<file path="src/rtl/iobank_ctrl.sv">
// iobank_ctrl: per-pad routing between hard-wired peripheral functions and register-controlled GPIO,
// with synchronised inputs, edge interrupts and an optional debounce filter (define IOBANK_DEBOUNCE_EN).
module iobank_ctrl #(
    parameter int NPADS = 10,
    parameter int DEB_W = 4
) (
    input  logic             clk,
    input  logic             arst,
    input  logic             reg_req,
    input  logic             reg_we,
    input  logic [2:0]       reg_addr,
    input  logic [31:0]      reg_wdata,
    output logic [31:0]      reg_rdata,
    output logic             reg_ack,
    input  logic [NPADS-1:0] func_out,
    input  logic [NPADS-1:0] func_oe,
    output logic [NPADS-1:0] func_in,
    input  logic [NPADS-1:0] pad_i,
    output logic [NPADS-1:0] pad_o,
    output logic [NPADS-1:0] pad_oe,
    output logic             irq
);

    localparam logic [2:0] A_MODE     = 3'd0;
    localparam logic [2:0] A_GPIO_OUT = 3'd1;
    localparam logic [2:0] A_GPIO_OE  = 3'd2;
    localparam logic [2:0] A_GPIO_IN  = 3'd3;
    localparam logic [2:0] A_IRQ_EN   = 3'd4;
    localparam logic [2:0] A_IRQ_STAT = 3'd5;
    localparam logic [2:0] A_EDGE_SEL = 3'd6;

    logic [NPADS-1:0] mode, gpio_out, gpio_oe, irq_en, irq_stat, edge_sel;
    logic [NPADS-1:0] sync1, sync2, filt, filt_q;
    logic [NPADS-1:0] edge_set, w1c_mask, wdat;
    logic [31:0]      rd_word;
    logic             wr;
    logic             unused_wdata;

    assign wdat         = reg_wdata[NPADS-1:0];
    assign unused_wdata = ^reg_wdata;
    assign wr           = reg_req & reg_we;

    assign pad_o   = (mode & gpio_out) | (~mode & func_out);
    assign pad_oe  = (mode & gpio_oe)  | (~mode & func_oe);
    assign func_in = pad_i;

    assign edge_set = (filt & ~filt_q & edge_sel) | (~filt & filt_q & ~edge_sel);
    assign w1c_mask = (wr && reg_addr == A_IRQ_STAT) ? wdat : '0;
    assign irq      = |(irq_stat & irq_en);

    always_comb begin
        rd_word = '0;
        case (reg_addr)
            A_MODE:     rd_word[NPADS-1:0] = mode;
            A_GPIO_OUT: rd_word[NPADS-1:0] = gpio_out;
            A_GPIO_OE:  rd_word[NPADS-1:0] = gpio_oe;
            A_GPIO_IN:  rd_word[NPADS-1:0] = filt;
            A_IRQ_EN:   rd_word[NPADS-1:0] = irq_en;
            A_IRQ_STAT: rd_word[NPADS-1:0] = irq_stat;
            A_EDGE_SEL: rd_word[NPADS-1:0] = edge_sel;
            default:    rd_word = '0;
        endcase
    end

    always_ff @(posedge clk or posedge arst) begin
        if (arst) begin
            mode      <= '0;
            gpio_out  <= '0;
            gpio_oe   <= '0;
            irq_en    <= '0;
            irq_stat  <= '0;
            edge_sel  <= '0;
            reg_ack   <= 1'b0;
            reg_rdata <= '0;
        end else begin
            reg_ack   <= reg_req;
            reg_rdata <= reg_req ? rd_word : '0;
            if (wr) begin
                case (reg_addr)
                    A_MODE:     mode     <= wdat;
                    A_GPIO_OUT: gpio_out <= wdat;
                    A_GPIO_OE:  gpio_oe  <= wdat;
                    A_IRQ_EN:   irq_en   <= wdat;
                    A_EDGE_SEL: edge_sel <= wdat;
                    default:    ;
                endcase
            end
            // a new edge wins over a same-cycle clear
            irq_stat <= (irq_stat & ~w1c_mask) | edge_set;
        end
    end

    always_ff @(posedge clk or posedge arst) begin
        if (arst) begin
            sync1  <= '0;
            sync2  <= '0;
            filt_q <= '0;
        end else begin
            sync1  <= pad_i;
            sync2  <= sync1;
            filt_q <= filt;
        end
    end

`ifdef IOBANK_DEBOUNCE_EN
    logic [DEB_W-1:0] deb_cnt [NPADS];

    // a change is accepted only after 2^DEB_W consecutive differing cycles
    always_ff @(posedge clk or posedge arst) begin
        if (arst) begin
            filt <= '0;
            for (int i = 0; i < NPADS; i++) deb_cnt[i] <= '0;
        end else begin
            for (int i = 0; i < NPADS; i++) begin
                if (sync2[i] == filt[i]) begin
                    deb_cnt[i] <= '0;
                end else if (deb_cnt[i] == {DEB_W{1'b1}}) begin
                    filt[i]    <= sync2[i];
                    deb_cnt[i] <= '0;
                end else begin
                    deb_cnt[i] <= deb_cnt[i] + DEB_W'(1);
                end
            end
        end
    end
`else
    localparam int unused_deb_w = DEB_W;

    always_ff @(posedge clk or posedge arst) begin
        if (arst) filt <= '0;
        else      filt <= sync2;
    end
`endif

endmodule

</file>
<file path="config.mk">
export PLATFORM = sky130hd
export DESIGN_NAME = iobank_ctrl
export DESIGN_NICKNAME = d
export VERILOG_FILES = /design/src/rtl/iobank_ctrl.sv
export SDC_FILE = /design/constraint.sdc
export NUM_CORES = 1
export LEC_CHECK = 0
export CORE_MARGIN = 2
export CORE_UTILIZATION = 48
export DETAILED_ROUTE_END_ITERATION = 7
export PLACE_DENSITY_LB_ADDON = 0.15
export SETUP_SLACK_MARGIN = 0.3
export SLEW_MARGIN = 20
export SYNTH_ARGS = -nofsm -noshare
export SYNTH_HDL_FRONTEND = slang
export SYNTH_SLANG_ARGS = --single-unit
</file>
<file path="constraint.sdc">
create_clock -name clk -period 4.9 [get_ports clk]
set_input_delay 0.735 -clock clk [delete_from_list [all_inputs] [get_ports clk]]
set_output_delay 0.735 -clock clk [all_outputs]
set_load 0.05 [all_outputs]
</file>
==> results.yml <==
outcome:
  outcome: "complete, no violations"
finish:
  area_growth_pct: 22.2
  layout.filler_cells: 797
  final_nets: 524
  layout.area.seq_um2: 2780
  area_of_combinational_cells_with_multiple_inputs_um2: 1810
  postLayoutCellArea_um2: 5920
  num_antenna_cells: 0
  drive_above_1_share_pct: 24.3
  final-instance-count-excl-fill: 593
grt:
  antenna_violations_before_repair: 0
  first_pass_grt_wire_length_um: 16900
  globalRoute.totalOverflow: 0
  grt.busiest_layer: "met2"
  grt.met1_usage_pct: 27.2
  track_usage_pct: 19.9
  global_route.usage.met2_pct: 32.1
  grt_pass1_vias: 3162
  global_route.usage.met3_pct: 3.07
  grt_start_max_net_pins: 55
floorplanning:
  number_of_top_level_design_ports: 133
  initial_standard_cell_utilization_of_the_core_pct: 49.6
  horizontal_die_dimension_um: 104
  floorplan.die.height_um: 104
  core-area_um2: 9770
  die_area_um2: 10900
  placementRows: 36
logic_synthesis:
  yosys-top-cells-count: "sky130_fd_sc_hd__dfrtp_1, sky130_fd_sc_hd__mux2_2, sky130_fd_sc_hd__buf_4"
  dominant_combinational_cell_family_by_area_after_synthesis: "multiplexers"
  number_of_instances_in_the_synthesized_netlist: 373
  synth-seq-area-share_pct: 57.3
  synth.area.mux_share_pct: 20.8
  synth.top_cells.by_area: "sky130_fd_sc_hd__dfrtp_1, sky130_fd_sc_hd__mux2_2, sky130_fd_sc_hd__buf_4, sky130_fd_sc_hd__nand2_1, sky130_fd_sc_hd__o211ai_1"
  combined_area_of_all_synthesized_cells_um2: 4850
  syn_avg_cell_area_um2: 13.0
  ys.warnings.count: 0
  synth_async_sr_flop_share_pct: 100
  simple_gate_area_share_of_the_yosys_netlist_pct: 6.76
  number_of_distinct_library_cells_after_synthesis: 32
  synth_flop_cell: "sky130_fd_sc_hd__dfrtp_1"
  synth_largest_type_area_fraction_pct: 57.3
  synth_xor_xnor_area_share_pct: 0
  count_leader_synth: "sky130_fd_sc_hd__dfrtp_1"
  synth-compound-area-share_pct: 8.00
  synth_enable_flop_cells: 0
  synthAdderAreaFrac_pct: 0
  most_area_hungry_cell_type_in_the_yosys_netlist: "sky130_fd_sc_hd__dfrtp_1"
  synth.ff_latch_count: 111
cts:
  post_cts.repair.setup_buffers: 0
  max-clock-path-buffers: 2
  cts_repair_resize_count: 0
  cts_sinks: 111
  clkSlewWorstSetupHoldPaths_ps: 100
  cts-root-buf: "sky130_fd_sc_hd__clkbuf_8"
  cts_tree: "done"
  htree_levels: 3
  cts_buffers: 9
  cts.hold.buffers_added: 0
  insertion_delay_ps: 360
drt:
  detail_route.wirelength_um: 10300
  drt_iter0_drc: 146
  post-route-drc-count: 0
  drt_first_pass_iters: 5
  num_vias: 3144
  postRouteAntennaNets: 0
  vias_per_cell: 5.30
  avgRoutedWirePerCell_um: 17.5
setup_path:
  crit_chain: "clkdlybuf4s50_1 > nor4b_2 > buf_4 > mux2_2"
  worst_setup_path_end_kind: "register"
  critical-path-slowest-cell: "sky130_fd_sc_hd__clkdlybuf4s50_1"
  required_time_reported_for_the_critical_path_endpoint_ps: 5150
  worst_ep_arrival_time_ps: 3190
  startpoint_type: "primary input"
  worstPathMaxFanout: 18
  worst-setup-path-type: "in -> reg"
  slowest_delay_ps: 950
timing:
  timing.clock.skew_ps: 8.95
  time_the_final_worst_path_needs_with_i_o_delays_and_setup_ps: 2950
  final.setup.tns_ps: 0
  timing.final.max_slew_violations: 0
  slew-limit-headroom_pct: 32.2
  finalHoldViolations: 0
  max_slew.worst_pin.slew_ps: 1010
  rsz0062_at_grt: "no"
  fin_crit_sh_pct: 60.2
  final.hold.worst_slack_ps: 350
  fmax_ghz: 0.339
  setup_viol: 0
pwr:
  ir_worst_vdd_v: 0.000204
  power_density_nw_per_um2: 399
  static-leakage-power_nw: 2.49
  report.power.total_mw: 2.36
place:
  placed_cell_area_um2: 5720
  placedCellCount: 577
  gp_routability_congestion: 0.806
  port_buffers: 88
  hpwl_um: 7100
worst_hold_path:
  hold_path.class: "reg -> reg"
job:
  cap_viol_max_count: 0
==> critical path, delay by kind of cell <==
family | cells | cell delay [ps]
simple gates | 1 | 860
buf+inv | 2 | 1250
mux | 1 | 340
==> report_power, final <==
group	switching, mW	internal (mW)
combinational	0.372	0.291
sequential	0.105	1.04
clock	0.297	0.255
==> worst paths after layout <==
kind                                 to        start  slack [ps]  cells after the start
setup reg to reg           reg_rdata[0]  edge_sel[0]        3630                      3
hold reg to reg                sync2[9]     sync1[9]         350                      0
hold / removal                 sync2[9]     sync1[9]         350                      0
setup / recovery            gpio_out[3]  reg_addr[0]        1950                      4
min in group asynchronous      sync1[3]         arst         820                      2
max in group asynchronous   irq_stat[5]         arst        3200                      3
==> cells by family (layout without fill, tap and decap cells) <==
group | Yosys count | after routing
buffers and inverters | 55 | 121
AO/OA/AOI/OAI | 55 | 55
AND/OR/NAND/NOR | 61 | 61
flip-flops | 111 | 111
multiplexers | 90 | 90
other | 1 | 22
==> layout by cell type (no fill, tap or decap), types with 6 or more instances in the layout <==
| master | synthesis | final |
|---|---|---|
| sky130_fd_sc_hd__nor2_1 | 15 | 15 |
| sky130_fd_sc_hd__clkbuf_8 | 0 | 10 |
| sky130_fd_sc_hd__mux2_2 | 85 | 85 |
| sky130_fd_sc_hd__clkdlybuf4s50_1 | 0 | 88 |
| sky130_fd_sc_hd__a222oi_1 | 7 | 7 |
| sky130_fd_sc_hd__conb_1 | 1 | 22 |
| sky130_fd_sc_hd__inv_1 | 13 | 12 |
| sky130_fd_sc_hd__o21ai_0 | 12 | 12 |
| sky130_fd_sc_hd__a31oi_1 | 6 | 6 |
| sky130_fd_sc_hd__a21oi_1 | 7 | 7 |
| sky130_fd_sc_hd__o211ai_1 | 10 | 10 |
| sky130_fd_sc_hd__nand2_1 | 30 | 30 |
| sky130_fd_sc_hd__dfrtp_1 | 111 | 111 |
==> per-layer routing <==
| metal | vias up | part of all wire [%] |
|---|---|---|
| met1 | 1597 | 44 |
| met2 | 97 | 49 |
| li1 | 1439 | - |
| met3 | 11 | 5.1 |
| met5 | - | 0 |
| met4 | 0 | 1.1 |
==> through the flow <==
stage | utilization [%] | setup WS, ps
final | 60.6 | 1950
after global routing | 60.6 | 1770
after CTS | 60.6 | 1920
after detailed placement | 58.5 | 1520
after global placement | 58.5 | 1530
after floorplan | - | 1230
==> registers in the layout, indices dropped and copies added, names as in the netlist <==
register / count
irq_en: 10
irq_stat: 10
reg_rdata: 10
filt_q: 10
edge_sel: 10
gpio_out: 10
sync1: 10
sync2: 10
reg_ack: 1
filt: 10
gpio_oe: 10
mode: 10
==> layout make-up <==
type | instances | share of cell area [%]
sequential | 111 | 46.9
multi-input combinational | 228 | 30.6
timing repair buffer | 92 | 15.4
tap | 133 | 2.81
clock buffer | 11 | 2.39
clock inverter | 5 | 1.10
inverter | 13 | 0.866
(Power assumes the default switching activity.)
